`src/rtl/exc_seq.sv`:
```
// Exception sequencer: on an accepted trap it writes EPC then Cause into CP0,
// redirects fetch to the handler vector, waits in the handler until Eret and
// then redirects fetch back to the EPC readback.
module exc_seq #(
    parameter logic [31:0] VECTOR = 32'h0000_0180
) (
    input  logic        Clk,
    input  logic        Reset,
    input  logic [5:0]  IntReq,
    input  logic        RiReq,
    input  logic        OvfReq,
    input  logic        SysReq,
    input  logic        Eret,
    input  logic [31:0] PC,
    input  logic [31:0] SrIn,
    input  logic [31:0] EpcIn,
    output logic        CP0Write,
    output logic [4:0]  RegIdx,
    output logic [31:0] DataOut,
    output logic        Exception,
    output logic [4:0]  Cause,
    output logic        Stall,
    output logic        Redirect,
    output logic [31:0] RedirectPC
);

    localparam logic [4:0] CodeInt = 5'd0;
    localparam logic [4:0] CodeSys = 5'd8;
    localparam logic [4:0] CodeRi  = 5'd10;
    localparam logic [4:0] CodeOvf = 5'd12;

    localparam logic [4:0] RegCause = 5'd13;
    localparam logic [4:0] RegEpc   = 5'd14;

    typedef enum logic [2:0] {
        StIdle,
        StSave,
        StCause,
        StJump,
        StHandler,
        StRet
    } state_e;

    state_e      state_q, state_d;
    logic [31:0] pc_q, pc_d;
    logic [4:0]  code_q, code_d;
    logic        irq_pend;
    logic        req_any;

    // Only SR.IE and SR.IM take part in interrupt qualification.
    logic unused_sr;
    assign unused_sr = ^{SrIn[31:16], SrIn[9:1]};

    assign irq_pend = SrIn[0] & (|(IntReq & SrIn[15:10]));
    assign req_any  = RiReq | OvfReq | SysReq | irq_pend;

    // State, latched PC and latched code; reset wins over everything.
    always_ff @(posedge Clk) begin
        if (Reset) begin
            state_q <= StIdle;
            pc_q    <= 32'h0;
            code_q  <= 5'h0;
        end else begin
            state_q <= state_d;
            pc_q    <= pc_d;
            code_q  <= code_d;
        end
    end

    // Next state: requests are only looked at in idle, Eret only in the handler.
    always_comb begin
        state_d = state_q;
        pc_d    = pc_q;
        code_d  = code_q;
        unique case (state_q)
            StIdle: begin
                if (req_any) begin
                    state_d = StSave;
                    pc_d    = PC;
                    if (RiReq) begin
                        code_d = CodeRi;
                    end else if (OvfReq) begin
                        code_d = CodeOvf;
                    end else if (SysReq) begin
                        code_d = CodeSys;
                    end else begin
                        code_d = CodeInt;
                    end
                end
            end
            StSave:    state_d = StCause;
            StCause:   state_d = StJump;
            StJump:    state_d = StHandler;
            StHandler: if (Eret) state_d = StRet;
            StRet:     state_d = StIdle;
            default:   state_d = StIdle;
        endcase
    end

    // Outputs decoded from the current state; everything is 0 unless driven.
    always_comb begin
        CP0Write   = 1'b0;
        RegIdx     = 5'h0;
        DataOut    = 32'h0;
        Exception  = 1'b0;
        Cause      = 5'h0;
        Stall      = 1'b0;
        Redirect   = 1'b0;
        RedirectPC = 32'h0;
        unique case (state_q)
            StSave: begin
                CP0Write = 1'b1;
                RegIdx   = RegEpc;
                DataOut  = pc_q;
                Stall    = 1'b1;
            end
            StCause: begin
                CP0Write  = 1'b1;
                RegIdx    = RegCause;
                DataOut   = {25'h0, code_q, 2'b00};
                Cause     = code_q;
                Exception = 1'b1;
                Stall     = 1'b1;
            end
            StJump: begin
                Redirect   = 1'b1;
                RedirectPC = VECTOR;
                Stall      = 1'b1;
            end
            StRet: begin
                Redirect   = 1'b1;
                RedirectPC = EpcIn;
                Stall      = 1'b1;
            end
            default: begin
            end
        endcase
    end

endmodule

```
`config.mk`:
```
export PLATFORM = sky130hd
export DESIGN_NAME = exc_seq
export DESIGN_NICKNAME = d
export VERILOG_FILES = /design/src/rtl/exc_seq.sv
export SDC_FILE = /design/constraint.sdc
export NUM_CORES = 1
export LEC_CHECK = 0
export CAP_MARGIN = 20
export CORE_ASPECT_RATIO = 1.1
export CORE_UTILIZATION = 32
export CTS_CLUSTER_SIZE = 16
export DETAILED_ROUTE_END_ITERATION = 10
export DONT_BUFFER_PORTS = 1
export GPL_TIMING_DRIVEN = 0
export HOLD_SLACK_MARGIN = 0.06
export REMOVE_ABC_BUFFERS = 1
export SYNTH_ARGS = -nofsm -noshare
export SYNTH_HDL_FRONTEND = slang
export SYNTH_SLANG_ARGS = --single-unit
```
`constraint.sdc`:
```
create_clock -name Clk -period 1.77 [get_ports Clk]
set_input_delay 0.354 -clock Clk [delete_from_list [all_inputs] [get_ports Clk]]
set_output_delay 0.354 -clock Clk [all_outputs]
set_load 0.1 [all_outputs]
```
==> impl_metrics.py, run 1 <==
metrics = {
    "global_routing": {
        "grt_antenna_before_repair": 0,
        "grt_pass1_wl_um": 10500,
        "gr-total-overflow": 0,
        "grt.total_usage": 0.194,
        "grt_max_degree": 39,
        "grt_pass1_vias": 2011,
    },
    "worst_setup_path": {
        "end_kind": "output pin",
        "worstPathArrival_ns": 1.72,
        "start_kind": "flop",
        "crit_fanout": 5,
        "critical_path_required_ns": 1.42,
        "max_stage_delay_ns": 0.58,
        "cp_slowest_cell": "a21boi_4",
        "critPathBufInv": 2,
        "crit_top_cell": "buf_12",
        "crit_family": "compound AO/OA/AOI/OAI gates",
        "worstPathCellList": "buf_12 -> nor2b_4 -> buf_12 -> nand2_4 -> a21boi_4",
        "critPathKind": "flop to output pin",
    },
    "power": {
        "p_leak_uw": 0.00138,
        "power.density_nw_per_um2": 980,
        "ir_drop_v": 0.000601,
    },
    "layout": {
        "drive_gt1_frac": 0.725,
        "fill_cells": 555,
        "antenna_cells": 0,
        "finish.utilization": 0.561,
        "syn2layout_area_growth_pct": 68.1,
        "final_nets": 412,
    },
    "die": {
        "coreArea_um2": 6670,
        "io_pins": 186,
        "rows": 31,
        "die_x_um": 81.5,
        "die_area_um2": 7300,
        "die_y_um": 89.5,
        "initial_utilization": 0.334,
    },
    "run_status": {
        "violations": "negative setup slack",
        "status": "complete, but fails checks",
    },
    "timing": {
        "finalCriticalPeriod_ns": 2.08,
        "tightest_slew_ns": 0.722,
        "skew_ns": 0.00908,
        "fin_crit_sh": 1.17,
        "rsz0062_at_grt": "true",
        "finalHoldViolCount": 0,
        "slew_violations": 0,
        "worst_slack_ns": -0.309,
        "holdWs_ns": 0.114,
        "finalSetupViolCount": 81,
        "max_freq_ghz": 0.481,
        "timing.slew.headroom": 0.518,
    },
    "route": {
        "via_per_inst": 5.64,
        "drtIter0Drc": 62,
        "vias": 2182,
        "firstDrtPassIters": 4,
        "postRouteAntennaNets": 0,
        "wl_per_cell_um": 20.7,
        "drc": 0,
        "drt_wl_total_um": 8000,
    },
    "synth": {
        "yosys.area_share.simple": 0.365,
        "ys_seq_elements": 38,
        "ys_seq_area_frac": 0.342,
        "synth_warnings": 0,
        "postSynthCellCount": 277,
        "synth_compound_area_frac": 0.202,
        "synth_top_family_by_area": "simple AND/OR/NAND/NOR gates",
        "synth_xor_xnor_area_share": 0.00393,
        "synthMuxAreaShare": 0,
        "syn-cell-area_um2": 2230,
        "ys_types": 31,
        "avgSynthCellArea_um2": 8.04,
        "synth_fa_ha_area_frac": 0,
    },
    "cts": {
        "numCtsBuffers": 5,
        "clk_latency_ns": 0.29,
        "root_buffer": "clkbuf_8",
        "cts_num_sinks": 38,
        "cts_buffer_depth": 2,
        "cts-htree-levels": 2,
        "cts_tree": "built",
        "path_clk_slew_ns": 0.09,
    },
    "place": {
        "io_buffers": 0,
        "place_hpwl_um": 3980,
        "routabilityCongestion": 0.638,
    },
    "job": {
        "maxCapViolCount": 0,
    },
    "hold_path": {
        "hold_path.class": "input pin to flop",
    },
}
[per-stage QoR]
| stage | setup slack [ns] | setup TNS [ns] | instances | power [µW] | area (µm²) |
|---|---|---|---|---|---|
| floorplan | -3.25 | -155.15 | 244 | 2000 | 2050 |
| global placement | -3.75 | -224.86 | 326 | 2090 | 2150 |
| detailed placement | -1.33 | -82.65 | 334 | 2220 | 2330 |
| CTS | -0.286 | -14.49 | 373 | 3450 | 3290 |
| global route | -0.344 | -17.60 | 387 | 3800 | 3740 |
| finish | -0.309 | -14.05 | 387 | 3670 | 3740 |
[worst paths after layout]
kind	cells after the start	from	slack, ns	to
worst min-delay path	1	Reset	0.11	pc_q[13]
worst max register to register	8	state_q[0]	-0.13	pc_q[15]
worst min register to register	2	pc_q[29]	0.46	pc_q[29]
worst max-delay path	5	state_q[1]	-0.31	RedirectPC[8]
[kinds of logic after synthesis]
logic type / Yosys count
xor gates and xnor gates: 1
AOI/OAI and AO/OA: 83
buffers and inverters: 37
DFF: 38
and+or+nand+nor: 117
other: 1
[synthesized netlist by cell type]
library cell	number	share of area
dfxtp_1	38	0.34
a21oi_1	36	0.081
o21ai_0	36	0.081
and2_1	32	0.090
and3_1	30	0.084
or3b_2	29	0.11
clkbuf_1	20	0.034
buf_4	6	0.020
nand2_1	6	0.010
nor2_1	5	0.0084
a21boi_0	3	0.010
a21o_1	3	0.010
a22o_1	3	0.012
buf_2	3	0.0067
buf_6	3	0.015
clkbuf_2	3	0.0067
or3b_1	3	0.012
inv_1	2	0.0034
nand2b_1	2	0.0056
nand3b_1	2	0.0067
nor3b_1	2	0.0067
conb_1	1	0.0017
nor2b_1	1	0.0028
nor3_1	1	0.0022
nor3_2	1	0.0045
nor4_4	1	0.0096
o21ai_2	1	0.0039
o311a_1	1	0.0045
or2_2	1	0.0028
or3_4	1	0.0051
xnor2_1	1	0.0039
[state kept, by name, summed over array words and instances, names as in the netlist]
signal,flops
state_q,3
code_q,3
pc_q,32
[cell type report]
type	count	area (µm²)	share of cell area
multi-input cells	205	1970	0.525
repair buffers	52	802	0.214
flip-flops and latches	38	772	0.206
well taps	82	103	0.0274
clock buffers	5	68.8	0.0184
clock inverters	3	21.3	0.00568
inverters	2	10.0	0.00267
[routing by layer]
metal	GRT usage	share of wire
met5	0	0
met4	0.0601	0.0090
met3	0.0520	0.076
met2	0.380	0.57
met1	0.196	0.35
[cells in the final DEF (no fill, tap or decap), types with 7 or more instances in the layout]
master,n
dfxtp_1,35
and3_4,30
a21oi_2,30
o21ai_0,15
buf_6,15
or3b_4,30
o21ai_1,7
o21ai_4,9
and2_4,32
buf_4,13
buf_12,10
[repair_timing]
action | CTS | global route
pin swaps | 51 | 65
hold buffers | 0 | 0
gates resized for setup | 189 | 100
cloned | 7 | 5
buffers inserted | 24 | 15
endpoints found under the setup margin | 110 | 107
[power by group]
group | switching (µW) | leakage (µW) | total, µW | internal (µW)
logic | 1210 | 0.00102 | 2030 | 823
clock network | 325 | 0.0000441 | 602 | 277
registers | 81.3 | 0.000315 | 1040 | 957
total | 1610 | 0.00138 | 3670 | 2060
Note: power is estimated with default switching activity, not from simulation.
==> inputs of run 2 (changes only) <==
Settings changed: PLACE_DENSITY from default to 0.57.
==> run 2 against run 1 <==
  * Largest power group unchanged
  * Critical path type unchanged
  * Flip-flop and latch count did not move
  * Clock-buffer cell count rose by 1
  * Critical endpoint is now DataOut[3]
  * The run still ends with negative setup slack left
  * Clock power rose by 24%
  * Die area did not move
  * Non-clock buffer count fell by 6
==> impl_metrics.py, run 2 (synthesis results as in run 1) <==
metrics = {
    "run_status": {
        "status": "complete, but fails checks",
        "violations": "negative setup slack",
    },
    "worst_setup_path": {
        "r2r-start": "state_q[0]",
        "max_stage_delay_ns": 0.42,
        "cp_slowest_cell": "and2_4",
        "end_kind": "output pin",
        "setup.worst_path.start": "state_q[0]",
        "crit_fanout": 5,
        "worstPathArrival_ns": 1.73,
        "worstPathCellList": "nor3b_4 -> and2_4 -> a21o_4",
        "critical_path_required_ns": 1.42,
        "start_kind": "flop",
        "reg2reg_slack_ns": 0.01,
        "critPathKind": "flop to output pin",
    },
    "power": {
        "p_leak_uw": 0.00126,
        "power.density_nw_per_um2": 1030,
        "ir_drop_v": 0.000616,
    },
    "route": {
        "vias": 2139,
        "via_per_inst": 5.60,
        "postRouteAntennaNets": 0,
        "drc": 0,
        "firstDrtPassIters": 4,
        "wl_per_cell_um": 18.4,
        "drtIter0Drc": 76,
        "drt_wl_total_um": 7020,
    },
    "global_routing": {
        "grt-busiest-layer": "met2",
        "gr-total-overflow": 0,
        "grt_antenna_before_repair": 0,
        "grt.total_usage": 0.170,
        "grt_use_met2": 0.327,
        "grt_pass1_wl_um": 9370,
        "grt_pass1_vias": 1900,
        "use_met1": 0.176,
        "grt_max_degree": 46,
        "use_met3": 0.0510,
    },
    "cts": {
        "numCtsBuffers": 5,
        "cts_tree": "built",
        "clk_latency_ns": 0.29,
        "cts_buffer_depth": 2,
        "cts-htree-levels": 2,
        "cts_num_sinks": 38,
        "path_clk_slew_ns": 0.08,
        "root_buffer": "clkbuf_8",
    },
    "layout": {
        "largest_register_ffs": 32,
        "fin_cells": 382,
        "final_nets": 407,
        "top_regs": "pc_q: 32 flops, code_q: 3 flops, state_q: 3 flops",
        "post-route-cell-area_um2": 3300,
        "final_common_cell": "o21ai_0",
        "layout_common_cells": "36 x o21ai_0, 35 x dfxtp_1, 32 x and2_4, 32 x a21oi_1, 30 x and3_4",
        "antenna_cells": 0,
        "syn2layout_area_growth_pct": 48.1,
        "drive_gt1_frac": 0.573,
        "largest-register": "pc_q",
    },
    "hold_path": {
        "hold_path.class": "input pin to flop",
        "hp-start": "Reset",
    },
    "timing": {
        "slew_violations": 0,
        "tightest_slew_ns": 0.725,
        "worst_slack_ns": -0.310,
        "max_freq_ghz": 0.481,
        "fin_crit_sh": 1.18,
        "skew_ns": 0.00978,
        "finalCriticalPeriod_ns": 2.08,
        "rsz0062_at_grt": "true",
        "timing.slew.headroom": 0.515,
        "setup_tns_ns": -14.19,
        "finalHoldViolCount": 0,
        "finalSetupViolCount": 68,
    },
    "place": {
        "place_hpwl_um": 3790,
        "postPlaceCellArea_um2": 2320,
        "io_buffers": 0,
        "dp.cells": 334,
        "routabilityCongestion": 0.666,
    },
    "die": {
        "rows": 31,
        "initial_utilization": 0.334,
        "io_pins": 186,
        "die_area_um2": 7300,
        "die_x_um": 81.5,
        "coreArea_um2": 6670,
        "die_y_um": 89.5,
    },
    "job": {
        "maxCapViolCount": 0,
    },
}
[run 2: cell count changes in the layout (fill, tap and decap cells not counted), moves of 5 or more]
cell / change
a21oi_1: +26
a21oi_2: -26
o21ai_0: +21
o21ai_1: -7
o21ai_2: -5
o21ai_4: -8
or3b_2: +29
or3b_4: -30
[run 2: through the flow]
step / setup WS (ns) / total power (µW) / hold WS [ns] / util
CTS: -0.333 / 3250 / 0.113 / 0.468
floorplan: -3.25 / 2000 / 0.423 / -
detailed placement: -1.36 / 2220 / 0.428 / 0.348
global placement: -3.71 / 2090 / 0.426 / 0.323
global route: -0.350 / 3530 / 0.104 / 0.494
finish: -0.310 / 3390 / 0.119 / 0.494
[run 2: area by class of cell]
class,instances,area [µm²]
Clock buffer,6,72.6
Clock inverter,2,37.5
Fill cell,597,3370
Inverter,2,7.51
Multi-Input combinational cell,206,1680
Sequential cell,38,772
Tap cell,82,103
Timing Repair Buffer,46,629
[run 2: worst max-delay path, delay by kind of cell, from the launching register on]
family             cells  cell delay [ns]
and+or+nand+nor        2             0.74
AOI/OAI and AO/OA      1             0.32
DFF                    1             0.38
[run 2: layer usage]
layer  part of all wire  vias to the layer above  wire length (µm)
li1                   -                     1006                 -
met1               0.35                      994              2480
met2               0.53                      132              3750
met3               0.10                        7               702
met4              0.012                        0                87
met5                  0                        -                 0
[run 2: final timing paths]
check,endpoint,cells after the start
hold reg to reg,pc_q[24],2
setup / recovery,DataOut[3],3
setup reg to reg,pc_q[4],6
hold / removal,pc_q[22],1
[run 2: what timing repair did]
item,in CTS,in global routing
cloned,5,3
resized for setup,165,17
pin swaps,59,15
hold buffers,0,0
buffers inserted,21,16
setup endpoints to repair,110,109
[run 2: report_power, final]
group | internal, µW | leakage, µW | switching (µW)
logic | 557 | 0.000890 | 1070
clock network | 421 | 0.0000514 | 324
registers | 957 | 0.000315 | 61.7
total | 1930 | 0.00126 | 1450
==> inputs of run 3 (changes only) <==
Settings changed: PLACE_DENSITY 0.57 to 0.56.
==> run 3 against run 2 <==
  * The flow still finishes with violations (negative setup slack)
  * Setup slack improved by 0.012 ns
  * Clock-buffer cell count did not move
  * Clock power fell by 14%
  * Die area did not move
  * Total power fell by 4.2%
  * Utilization fell by 0.19 points
  * Via count barely moved
  * First-iteration DRC count fell by 33%
  * Sequential power barely moved
==> impl_metrics.py, run 3 (synthesis results as in run 1) <==
metrics = {
    "run_status": {
        "status": "complete, but fails checks",
        "violations": "negative setup slack",
    },
    "worst_setup_path": {
        "crit_fanout": 5,
        "rr_endpoint": "pc_q[18]",
        "reg2reg_slack_ns": 0.04,
        "critPathBufInv": 0,
        "setup.worst_path.start": "state_q[0]",
        "max_stage_delay_ns": 0.41,
        "worstPathCellList": "nor3b_4 -> and2_4 -> a21o_4",
        "cp_slowest_cell": "and2_4",
        "worstPathArrival_ns": 1.71,
        "ff2ff_path_depth": 6,
        "critPathKind": "flop to output pin",
        "r2r-start": "state_q[1]",
        "crit_cells": 3,
        "critical_path_required_ns": 1.42,
        "endpoint": "DataOut[3]",
        "start_kind": "flop",
        "end_kind": "output pin",
        "crit_family": "simple AND/OR/NAND/NOR gates",
    },
    "route": {
        "via_per_inst": 5.54,
        "postRouteAntennaNets": 0,
        "vias": 2137,
        "firstDrtPassIters": 4,
        "wl_per_cell_um": 17.6,
        "drtIter0Drc": 51,
        "drt_wl_total_um": 6810,
        "drc": 0,
    },
    "power": {
        "ir_drop_v": 0.000527,
        "power.density_nw_per_um2": 987,
        "p_leak_uw": 0.00127,
    },
    "place": {
        "io_buffers": 0,
        "postPlaceCellArea_um2": 2350,
        "routabilityCongestion": 0.679,
        "place_hpwl_um": 3750,
        "dp.cells": 335,
    },
    "timing": {
        "fin_crit_sh": 1.17,
        "finalSetupViolCount": 67,
        "finalHoldViolCount": 0,
        "timing.slew.headroom": 0.515,
        "max_freq_ghz": 0.483,
        "rsz0062_at_grt": "true",
        "worst_slack_ns": -0.299,
        "skew_ns": 0.00490,
        "tightest_slew_ns": 0.726,
        "finalCriticalPeriod_ns": 2.07,
        "setup_tns_ns": -12.29,
        "slew_violations": 0,
    },
    "die": {
        "initial_utilization": 0.334,
        "io_pins": 186,
        "die_x_um": 81.5,
        "die_y_um": 89.5,
        "die_area_um2": 7300,
        "coreArea_um2": 6670,
        "rows": 31,
    },
    "layout": {
        "antenna_cells": 0,
        "fin_cells": 386,
        "final_common_cell": "o21ai_0",
        "post-route-cell-area_um2": 3290,
        "fill_cells": 616,
        "layout_common_cells": "36 x o21ai_0, 35 x dfxtp_1, 32 x and2_4",
        "syn2layout_area_growth_pct": 47.5,
        "top_regs": "pc_q: 32 flops, code_q: 3 flops, state_q: 3 flops",
        "drive_gt1_frac": 0.592,
        "largest-register": "pc_q",
        "final_nets": 411,
        "largest_register_ffs": 32,
    },
    "cts": {
        "cts_num_sinks": 38,
        "cts-htree-levels": 2,
        "clk_latency_ns": 0.28,
        "root_buffer": "clkbuf_8",
        "cts_buffer_depth": 2,
        "numCtsBuffers": 5,
        "cts_tree": "built",
        "path_clk_slew_ns": 0.08,
    },
    "global_routing": {
        "grt_pass1_wl_um": 9720,
        "grt_max_degree": 43,
        "grt_pass1_vias": 1940,
        "grt.total_usage": 0.174,
        "gr-total-overflow": 0,
        "grt_antenna_before_repair": 0,
    },
    "hold_path": {
        "hold_path.class": "input pin to flop",
    },
    "job": {
        "maxCapViolCount": 0,
    },
}
run 3: routing by layer:
layer / GRT usage / up-vias / routed length [µm]
met5: 0 / - / 0
met4: 0.0503 / 0 / 94
met3: 0.0449 / 11 / 578
met2: 0.318 / 119 / 3540
met1: 0.197 / 997 / 2590
li1: - / 1010 / -
run 3: what timing repair did:
item / 4_1_cts / 5_1_grt
setup buffers: 31 / 8
pin swaps: 57 / 15
resized for setup: 175 / 14
endpoints found under the setup margin: 110 / 93
gates cloned: 5 / 1
hold buffers: 0 / 0
run 3: cell type report:
cell class	count	area (µm²)	area share
multi-input combinational	207	1710	0.520
sequential	38	772	0.235
timing repair buffer	49	598	0.182
tap	82	103	0.0312
clock buffer	6	82.6	0.0251
clock inverter	2	12.5	0.00381
inverter	2	10.0	0.00305
run 3: worst min path at each step:
stage	startpoint	endpoint	slack, ns	cells after the start
after floorplan	Reset	code_q[1]	0.42	1
after global placement	Reset	pc_q[10]	0.43	1
after detailed placement	Reset	pc_q[1]	0.43	1
after CTS	Reset	pc_q[1]	0.11	1
after global routing	Reset	pc_q[16]	0.10	1
final	Reset	pc_q[16]	0.11	1
run 3: worst reg2reg max path, delay by kind of cell (launching register included):
kind / cells / cell delay (ns)
DFF: 1 / 0.37
buffers and inverters: 2 / 0.34
and+or+nand+nor: 2 / 0.71
AOI/OAI and AO/OA: 2 / 0.24
run 3: power by group:
group	leakage, µW	internal, µW	switching [µW]
clock	0.0000472	314	325
sequential	0.000315	957	57.7
combinational	0.000911	534	1060
total	0.00127	1800	1440
run 3: per-stage QoR:
step | utilization | setup slack, ns | hold slack (ns) | total power (µW)
after floorplan | - | -3.25 | 0.423 | 2000
after global placement | 0.323 | -3.75 | 0.426 | 2090
after detailed placement | 0.352 | -1.35 | 0.428 | 2230
after CTS | 0.471 | -0.341 | 0.110 | 3190
after global routing | 0.492 | -0.337 | 0.104 | 3380
final | 0.492 | -0.299 | 0.115 | 3240
